--- src/rtl/instruction_memory_v3_if.sv ---
// Fetch/program-load bus between the controller/switch front end (master)
// and the instruction store (slave).
interface instruction_memory_v3_if #(
  parameter int unsigned DATA_W = 12,
  parameter int unsigned ADDR_W = 3
);
  logic              rd_en;
  logic [ADDR_W-1:0] rd_addr;
  logic              isexternal;
  logic [DATA_W-1:0] switches;
  logic              record;
  logic              prog_mode;
  logic [DATA_W-1:0] rd_data;
  logic              rd_valid;
  logic [ADDR_W-1:0] wr_ptr;
  logic              prog_full;
  logic              in_prog;

  modport master (
    output rd_en, rd_addr, isexternal, switches, record, prog_mode,
    input  rd_data, rd_valid, wr_ptr, prog_full, in_prog
  );

  modport slave (
    input  rd_en, rd_addr, isexternal, switches, record, prog_mode,
    output rd_data, rd_valid, wr_ptr, prog_full, in_prog
  );
endinterface

--- src/rtl/instruction_memory_v3.sv ---
// Parametrised instruction store: registered fetch port with request/valid,
// edge-detected write strobe, and an auto-incrementing program-load mode.
// Optional build macro: DEFAULT_PROGRAM_EN loads the demo program at reset
// (needs DATA_W=12 and DEPTH>=8); otherwise every word resets to NOP_WORD.
module instruction_memory_v3 #(
  parameter int unsigned       DATA_W   = 12,
  parameter int unsigned       DEPTH    = 8,
  parameter int unsigned       ADDR_W   = $clog2(DEPTH),
  parameter logic [DATA_W-1:0] NOP_WORD = {DATA_W{1'b1}}
) (
  input logic                   clk,
  input logic                   rst,
  instruction_memory_v3_if.slave bus
);

  typedef enum logic {
    S_RUN  = 1'b0,
    S_PROG = 1'b1
  } state_t;

  localparam logic [ADDR_W-1:0] LAST_ADDR = ADDR_W'(DEPTH - 1);

  state_t            state;
  logic [DATA_W-1:0] mem [DEPTH];
  logic [DATA_W-1:0] rd_data_q;
  logic              rd_valid_q;
  logic [ADDR_W-1:0] wr_ptr_q;
  logic              prog_full_q;
  logic              record_q;
  logic              wr_evt;
  logic              addr_in_range;

`ifdef DEFAULT_PROGRAM_EN
  // Demo program image; words past the program are filled with NOP_WORD.
  function automatic logic [DATA_W-1:0] reset_word(input int unsigned idx);
    logic [11:0] w;
    case (idx)
      0:       w = 12'b010_010_000_001;
      1:       w = 12'b011_011_000_001;
      2:       w = 12'b110_000_000_111;
      3:       w = 12'b100_100_000_100;
      4:       w = 12'b110_000_000_111;
      5:       w = 12'b101_100_000_100;
      6:       w = 12'b110_000_000_111;
      7:       w = 12'b111_111_111_111;
      default: w = 12'h000;
    endcase
    return (idx < 8) ? DATA_W'(w) : NOP_WORD;
  endfunction
`else
  // Every word starts as the dummy instruction.
  function automatic logic [DATA_W-1:0] reset_word(input int unsigned idx);
    return (idx < DEPTH) ? NOP_WORD : NOP_WORD;
  endfunction
`endif

  // One write per button press: only the 0->1 transition of record counts.
  assign wr_evt        = bus.record & ~record_q;
  // Depth need not be a power of two, so the top addresses may be unbacked.
  assign addr_in_range = ({1'b0, bus.rd_addr} < (ADDR_W + 1)'(DEPTH));

  // Mode FSM, memory array, fetch port and program-load pointer.
  always_ff @(posedge clk) begin
    if (rst) begin
      for (int unsigned i = 0; i < DEPTH; i++) begin
        mem[i] <= reset_word(i);
      end
      state       <= S_RUN;
      rd_data_q   <= '0;
      rd_valid_q  <= 1'b0;
      wr_ptr_q    <= '0;
      prog_full_q <= 1'b0;
      record_q    <= 1'b1;
    end else begin
      record_q   <= bus.record;
      rd_valid_q <= 1'b0;
      case (state)
        S_RUN: begin
          if (bus.prog_mode) begin
            state       <= S_PROG;
            wr_ptr_q    <= '0;
            prog_full_q <= 1'b0;
          end
          if (wr_evt) begin
            if (addr_in_range) begin
              mem[bus.rd_addr] <= bus.switches;
            end
          end else if (bus.rd_en) begin
            rd_valid_q <= 1'b1;
            if (bus.isexternal) begin
              rd_data_q <= bus.switches;
            end else if (addr_in_range) begin
              rd_data_q <= mem[bus.rd_addr];
            end else begin
              rd_data_q <= NOP_WORD;
            end
          end
        end
        S_PROG: begin
          if (!bus.prog_mode) begin
            state <= S_RUN;
          end
          if (wr_evt) begin
            mem[wr_ptr_q] <= bus.switches;
            if (wr_ptr_q == LAST_ADDR) begin
              wr_ptr_q    <= '0;
              prog_full_q <= 1'b1;
            end else begin
              wr_ptr_q <= wr_ptr_q + ADDR_W'(1);
            end
          end
        end
        default: state <= S_RUN;
      endcase
    end
  end

  assign bus.rd_data   = rd_data_q;
  assign bus.rd_valid  = rd_valid_q;
  assign bus.wr_ptr    = wr_ptr_q;
  assign bus.prog_full = prog_full_q;
  assign bus.in_prog   = (state == S_PROG);

endmodule
--- src/flat_wrapper.sv ---
// flat-port wrapper written by rule: the top's interface ports become plain ports
module instruction_memory_v3_flat 
#(
  parameter int unsigned       DATA_W   = 12,
  parameter int unsigned       DEPTH    = 8,
  parameter int unsigned       ADDR_W   = $clog2(DEPTH),
  parameter logic [DATA_W-1:0] NOP_WORD = {DATA_W{1'b1}}
)
  (clk, rst, bus_rd_en, bus_rd_addr, bus_isexternal, bus_switches, bus_record, bus_prog_mode, bus_rd_data, bus_rd_valid, bus_wr_ptr, bus_prog_full, bus_in_prog);
  instruction_memory_v3_if #(.DATA_W(DATA_W), .ADDR_W(ADDR_W)) bus_i ();
  input logic clk;
  input logic rst;
  input wire logic [$bits(bus_i.rd_en)-1:0] bus_rd_en;
  input wire logic [$bits(bus_i.rd_addr)-1:0] bus_rd_addr;
  input wire logic [$bits(bus_i.isexternal)-1:0] bus_isexternal;
  input wire logic [$bits(bus_i.switches)-1:0] bus_switches;
  input wire logic [$bits(bus_i.record)-1:0] bus_record;
  input wire logic [$bits(bus_i.prog_mode)-1:0] bus_prog_mode;
  output wire logic [$bits(bus_i.rd_data)-1:0] bus_rd_data;
  output wire logic [$bits(bus_i.rd_valid)-1:0] bus_rd_valid;
  output wire logic [$bits(bus_i.wr_ptr)-1:0] bus_wr_ptr;
  output wire logic [$bits(bus_i.prog_full)-1:0] bus_prog_full;
  output wire logic [$bits(bus_i.in_prog)-1:0] bus_in_prog;
  assign bus_i.rd_en = bus_rd_en;
  assign bus_i.rd_addr = bus_rd_addr;
  assign bus_i.isexternal = bus_isexternal;
  assign bus_i.switches = bus_switches;
  assign bus_i.record = bus_record;
  assign bus_i.prog_mode = bus_prog_mode;
  assign bus_rd_data = bus_i.rd_data;
  assign bus_rd_valid = bus_i.rd_valid;
  assign bus_wr_ptr = bus_i.wr_ptr;
  assign bus_prog_full = bus_i.prog_full;
  assign bus_in_prog = bus_i.in_prog;
  instruction_memory_v3 #(.DATA_W(DATA_W), .DEPTH(DEPTH), .ADDR_W(ADDR_W), .NOP_WORD(NOP_WORD)) u_core (.clk(clk), .rst(rst), .bus(bus_i));
endmodule
--- config.mk ---
export PLATFORM = sky130hd
export DESIGN_NAME = instruction_memory_v3_flat
export DESIGN_NICKNAME = d
export VERILOG_FILES = /design/src/rtl/instruction_memory_v3_if.sv /design/src/rtl/instruction_memory_v3.sv /design/src/flat_wrapper.sv
export SDC_FILE = /design/constraint.sdc
export NUM_CORES = 1
export LEC_CHECK = 0
export ABC_AREA = 1
export CAP_MARGIN = 20
export CORE_MARGIN = 5
export CORE_UTILIZATION = 52
export CTS_CLUSTER_DIAMETER = 50
export CTS_CLUSTER_SIZE = 24
export DETAILED_ROUTE_END_ITERATION = 7
export PLACE_DENSITY = 0.72
export SLEW_MARGIN = 30
export SYNTH_ARGS = -nofsm -noshare
export SYNTH_HDL_FRONTEND = slang
export SYNTH_SLANG_ARGS = --single-unit
--- constraint.sdc ---
create_clock -name clk -period 6.45 [get_ports clk]
set_input_delay 0.9675 -clock clk [delete_from_list [all_inputs] [get_ports clk]]
set_output_delay 0.9675 -clock clk [all_outputs]
set_load 0.005 [all_outputs]
==> impl_metrics.csv, run 1 <==
group,metric,value,unit
worst_setup_path,cp-start-kind,"input pin",
grt,track_usage,23.08,%
route,antenna_left,0,
grt,grt_max_degree,51,
grt,grt_pass1_wl,21710,µm
layout,antenna_cells,0,
timing,holdWs,0.4670,ns
floorplan,core-area,9864,µm²
layout,area_growth,18.80,%
worst_setup_path,slowest_delay,0.76,ns
layout,final_cell_mix,"nand2_1 (194), edfxtp_1 (96), nand3_1 (70), clkdlybuf4s50_1 (37), nor2_1 (32)",
clocking,cts_setup_buffers,0,
worst_setup_path,cp.arrival,3.14,ns
clocking,cts.sinks,115,
synthesis,avgSynthCellArea,9.624,µm²
worst_setup_path,cp.depth,6,
worst_setup_path,startpoint,"rst",
route,routedWlPerCell,18.81,µm
route,firstDrtPassIters,5,
synthesis,synth.yosys.warnings,0,
worst_setup_path,r2r-start,"u_core.record_q$_SDFF_PP1_",
route,viasPerCell,5.572,
synthesis,ys_seq_area_share,61.76,%
worst_setup_path,critPathKind,"in2reg",
worst_setup_path,critPathMaxFanout,15,
synthesis,synth_fp_nets,572,
timing,finalSetupViolations,0,
clocking,h-tree-depth,4,
timing,slew_headroom,33.99,%
clocking,hold_buffers,0,
worst_setup_path,required,6.59,ns
synthesis,yosysTopAreaCell,"edfxtp_1",
power,vdd_ir_drop_max,0.2000,mV
timing,finClkSkew,0.006166,ns
timing,finalWorstSetupSlack,3.449,ns
grt,overflow,0,
clocking,cts_made_buffers,17,
timing,post-route-min-period,3.001,ns
status,outcome,"finished, final reports clean",
floorplan,start_util,53.56,%
worst_setup_path,crit_path_end_kind,"flip-flop",
placed_design,dp_slack,2.657,ns
placed_design,placed_cells,693,
floorplan,die_h,110.8,µm
layout,drive_gt1_share,11.32,%
placed_design,dpl.hpwl,9026,µm
placed_design,place.port_buffers,38,
placed_design,place_congestion,0.9713,
clocking,cts-root-buf,"clkbuf_8",
clocking,path_clk_slew,0.06,ns
flow_run,max_cap_viol_count,0,
clocking,clockBufferDepth,2,
floorplan,die_w,110.8,µm
timing,finalSetupTns,0,ns
grt,grt_pass1_vias,4104,
synthesis,synthDistinctLibCells,26,
floorplan,ios,39,
synthesis,synthCells,549,
route,drc,0,
timing,rsz0062_at_grt,"no",
worst_setup_path,rr_endpoint,"u_core.mem[2][9]$_SDFFCE_PN1P_",
timing,drv_slew,0,
hold_path,hp-class,"reg2reg",
worst_setup_path,setup.worst_path.end,"u_core.mem[2][9]$_SDFFCE_PN1P_",
worst_setup_path,reg2reg_depth,7,
layout,final_nets,602,
route,wl,13640,µm
route,vias,4040,
layout,stdcell_count,725,
synthesis,post_synth_instance_area,5284,µm²
timing,tightest_slew,0.9902,ns
layout,final_common_cell,"nand2_1",
timing,fmax,333.3,MHz
worst_setup_path,path_cells,"clkdlybuf4s50_1 -> nor2_8 -> nand2_4 -> nand2_2 -> nand3_4 -> o21ai_2",
timing,finalCritPeriodShare,46.52,%
synthesis,synth_area_leaders,"edfxtp_1 (55%), nand2_1 (14%), dfxtp_1 (7.2%)",
layout,utilization,63.64,%
grt,antenna_found_initial,0,
timing,hold_violations,0,
worst_setup_path,cpLargestDelayFamily,"simple AND/OR/NAND/NOR gates",
worst_setup_path,path_buf_inv,1,
worst_setup_path,r2r_setup_slack,4.38,ns
floorplan,die_area,12280,µm²
route,drtIter0Drc,267,
synthesis,synth.top_cell.area_share,54.56,%
clocking,clock_latency,0.51,ns
clocking,ctsResizeCount,0,
worst_setup_path,cp_slowest_cell,"clkdlybuf4s50_1",
floorplan,num_rows,36,
layout,fillCellCount,818,
clocking,cts_tree,"done",
power,p_leak,2.180,nW
power,power_density,302.0,nW/µm²
synthesis,synth_seq_cells,115,
==> sequential cells by signal (all words and copies together), names as in the netlist <==
register              cells
u_core.bus.rd_valid       1
u_core.mem               96
u_core.record_q           1
u_core.bus.wr_ptr         3
u_core.bus.rd_data       12
u_core.bus.prog_full      1
u_core.bus.in_prog        1
==> cells in the mapped netlist (all sizes together) <==
master  instances
a21oi          26
buf            21
clkbuf         10
clkinv          7
dfxtp          19
edfxtp         96
ha              2
inv            17
nand2         204
nand3          71
nor2           41
nor3            1
o21ai          32
o31ai           1
or2             1
==> area by class of cell <==
cell class	count	area [µm²]	area share, %
Tap cell	133	166.4	2.651
Clock inverter	11	96.34	1.535
Inverter	24	90.09	1.435
Multi-Input combinational cell	379	1774	28.26
Sequential cell	115	3263	51.98
Timing Repair Buffer	42	405.4	6.458
Clock buffer	21	481.7	7.674
==> worst min-delay path by stage <==
stage,from,end,slack (ns),cells after the start
after floorplan,u_core.bus.rd_data[11]$_SDFFE_PP0P_,u_core.bus.rd_data[11]$_SDFFE_PP0P_,0.46,2
after global placement,u_core.bus.rd_data[11]$_SDFFE_PP0P_,u_core.bus.rd_data[11]$_SDFFE_PP0P_,0.46,2
after detailed placement,u_core.bus.rd_data[11]$_SDFFE_PP0P_,u_core.bus.rd_data[11]$_SDFFE_PP0P_,0.46,2
after CTS,u_core.bus.rd_data[11]$_SDFFE_PP0P_,u_core.bus.rd_data[11]$_SDFFE_PP0P_,0.47,2
after global routing,u_core.bus.rd_data[6]$_SDFFE_PP0P_,u_core.bus.rd_data[6]$_SDFFE_PP0P_,0.50,2
final,u_core.bus.rd_data[11]$_SDFFE_PP0P_,u_core.bus.rd_data[11]$_SDFFE_PP0P_,0.47,2
==> report_power, final <==
group | switching (W) | leakage (nW) | total (W) | internal [W]
combinational | 0.000102 | 0.925 | 0.000152 | 0.0000494
clock | 0.000340 | 0.289 | 0.000906 | 0.000567
sequential | 0.00000969 | 0.966 | 0.000837 | 0.000827
==> routing by layer <==
layer  global-route usage [%]  up-vias  routed length (µm)
li1                         -     1910                   -
met1                    28.31     1946                5456
met2                    39.44      149                7062
met3                    5.622       35                 744
met4                    8.703        0                 376
met5                        0        -                   0
==> stage by stage <==
stage               cell area, µm²   power, W
finish                        6277   0.001895
floorplan                     5284  0.0009357
CTS                           6259   0.001893
detailed placement            5680   0.001001
global placement              5677  0.0009978
global route                  6277   0.001946
==> cells by family after synthesis <==
kind of cell / Yosys count / synth area share [%]
buffers and inverters: 55 / 5.091
AOI/OAI and AO/OA: 59 / 5.991
adders and majority gates: 2 / 0.4735
DFF: 115 / 61.76
and+or+nand+nor: 318 / 26.69
==> tightest hold or removal path, stage by stage (launching register included) <==
cell	delay, ns
dfxtp_1	0.31
nand2_1	0.06
a21oi_1	0.05
Note: power is estimated with default switching activity, not from simulation.
==> inputs of run 2 (changes only) <==
--- a/config.mk
+++ b/config.mk
@@ -12,7 +12,7 @@
 export CTS_CLUSTER_DIAMETER = 50
 export CTS_CLUSTER_SIZE = 24
 export DETAILED_ROUTE_END_ITERATION = 7
-export PLACE_DENSITY = 0.72
+export PLACE_DENSITY = 0.75
 export SLEW_MARGIN = 30
 export SYNTH_ARGS = -nofsm -noshare
 export SYNTH_HDL_FRONTEND = slang
==> constraint.sdc (replaced) <==
create_clock -name clk -period 2.6 [get_ports clk]
set_input_delay 0.39 -clock clk [delete_from_list [all_inputs] [get_ports clk]]
set_output_delay 0.39 -clock clk [all_outputs]
set_load 0.005 [all_outputs]
==> impl_metrics.csv, run 2 (synthesis results as in run 1) <==
group,metric,value,unit
status,outcome,"finished, final reports clean",
placed_design,place.port_buffers,38,
worst_setup_path,cp.arrival,1.59,ns
grt,track_usage,22.84,%
clocking,cts_setup_buffers,0,
clocking,cts-root-buf,"clkbuf_8",
clocking,clock_latency,0.51,ns
worst_setup_path,required,2.21,ns
placed_design,placed_cells,712,
route,antenna_left,0,
power,switching_share,24.17,%
power,power_density,735.4,nW/µm²
placed_design,dpl_cell_area,5819,µm²
timing,rsz0062_at_grt,"no",
layout,final_cell_mix,"nand2_1 (194), edfxtp_1 (96), nand3_1 (70), clkdlybuf4s50_1 (37), nor2_1 (32)",
worst_setup_path,critPathKind,"reg2out",
worst_setup_path,critPathMaxFanout,8,
timing,hold_violations,0,
worst_setup_path,path_buf_inv,1,
power,netSwitchingPower,0.001138,W
floorplan,die_w,110.8,µm
clocking,cts_made_buffers,17,
hold_path,hp-class,"in2reg",
timing,finalCritPeriodShare,76.25,%
worst_setup_path,cp_slowest_cell,"clkdlybuf4s50_1",
timing,drv_slew,0,
clocking,path_clk_slew,0.06,ns
grt,grt_pass1_wl,21490,µm
worst_setup_path,crit_path_end_kind,"output port",
layout,antenna_cells,0,
clocking,h-tree-depth,4,
layout,fillCellCount,749,
power,pwr-share-clk,47.5,%
floorplan,die_h,110.8,µm
grt,grt_max_degree,38,
power,p_int,0.003572,W
timing,post-route-min-period,1.983,ns
worst_setup_path,cp-start-kind,"flip-flop",
layout,largest_register,"u_core.mem",
grt,antenna_found_initial,0,
route,vias,4145,
layout,drive_gt1_share,13.26,%
route,drtIter0Drc,363,
clocking,hold_buffers,0,
layout,final_nets,621,
timing,slew_headroom,65.03,%
worst_setup_path,cpLargestDelayFamily,"buffers and inverters",
timing,finalSetupTns,0,ns
worst_setup_path,path_cells,"clkdlybuf4s50_1",
floorplan,ios,39,
grt,overflow,0,
clocking,cts.sinks,115,
layout,utilization,64.93,%
clocking,ctsResizeCount,0,
layout,final_area,6405,µm²
floorplan,start_util,53.56,%
timing,finClkSkew,0.006889,ns
clocking,cts_tree,"done",
layout,final_common_cell,"nand2_1",
floorplan,die_area,12280,µm²
timing,finalSetupViolations,0,
layout,largest_reg_flops,96,
placed_design,dpl.hpwl,9512,µm
floorplan,num_rows,36,
grt,grt_pass1_vias,4058,
route,wl,13860,µm
power,p_seq_share,44.1,%
power,vdd_ir_drop_max,0.5276,mV
clocking,clockBufferDepth,2,
timing,tightest_slew,0.5231,ns
route,drc,0,
route,routedWlPerCell,18.63,µm
placed_design,place_congestion,0.9348,
floorplan,core-area,9864,µm²
power,p_leak,2.264,nW
layout,area_growth,21.22,%
power,power_frac_comb,8.4,%
route,firstDrtPassIters,7,
layout,stdcell_count,744,
flow_run,max_cap_viol_count,0,
timing,fmax,504.4,MHz
worst_setup_path,slowest_delay,0.57,ns
route,viasPerCell,5.571,
run 2: cell types whose count changed in the layout (fill, tap and decap cells not counted), moves of 3 or more:
cell	delta
buf_4	+19
clkinv_2	-3
inv_6	+3
o21ai_0	+5
o21ai_2	-6
run 2: final timing paths:
path                                                    startpoint                            endpoint  slack (ns)  cells past startpoint
worst max register to register          u_core.record_q$_SDFF_PP1_     u_core.mem[4][11]$_SDFFCE_PN1P_        0.77                     10
worst max-delay path                 u_core.bus.in_prog$_SDFF_PP0_                         bus_in_prog        0.62                      1
worst min-delay path                                 bus_prog_mode       u_core.bus.in_prog$_SDFF_PP0_        0.45                      3
worst min register to register  u_core.bus.rd_data[8]$_SDFFE_PP0P_  u_core.bus.rd_data[8]$_SDFFE_PP0P_        0.47                      2
run 2: cell type report:
type                    count  area [µm²]  share of cell area [%]
well taps                 133       166.4                   2.598
repair buffers             61       548.0                   8.556
clock buffers              21       503.0                   7.853
multi-input cells         379        1752                   27.35
clock inverters            11       82.58                   1.289
inverters                  24       90.09                   1.407
flip-flops and latches    115        3263                   50.95
run 2: power groups by stage:
stage,clock network [W],registers [W],logic [W]
2_1_floorplan,0,0.00211,0.000211
3_3_place_gp,0,0.00211,0.000385
3_5_place_dp,0,0.00211,0.000393
4_1_cts,0.00224,0.00208,0.000395
5_1_grt,0.00233,0.00208,0.000431
6_report,0.00224,0.00208,0.000397
run 2: through the flow:
stage / total power [W] / hold WS [ns] / setup WS (ns)
final: 0.004710 / 0.4521 / 0.6174
after global routing: 0.004838 / 0.4579 / 0.5390
after CTS: 0.004714 / 0.4477 / 0.6001
after detailed placement: 0.002505 / 0.4640 / 0.2419
after global placement: 0.002496 / 0.4539 / 0.2892
after floorplan: 0.002321 / 0.4557 / 0.2209
run 2: routing by layer:
| metal | wire length [µm] | GRT usage [%] | share of wire, % | vias to the layer above |
|---|---|---|---|---|
| met5 | 0 | 0 | 0 | - |
| met4 | 409 | 7.800 | 3.0 | 0 |
| met3 | 963 | 5.186 | 6.9 | 31 |
| met2 | 6953 | 39.04 | 50 | 199 |
| met1 | 5534 | 28.58 | 40 | 1971 |
| li1 | - | - | - | 1944 |
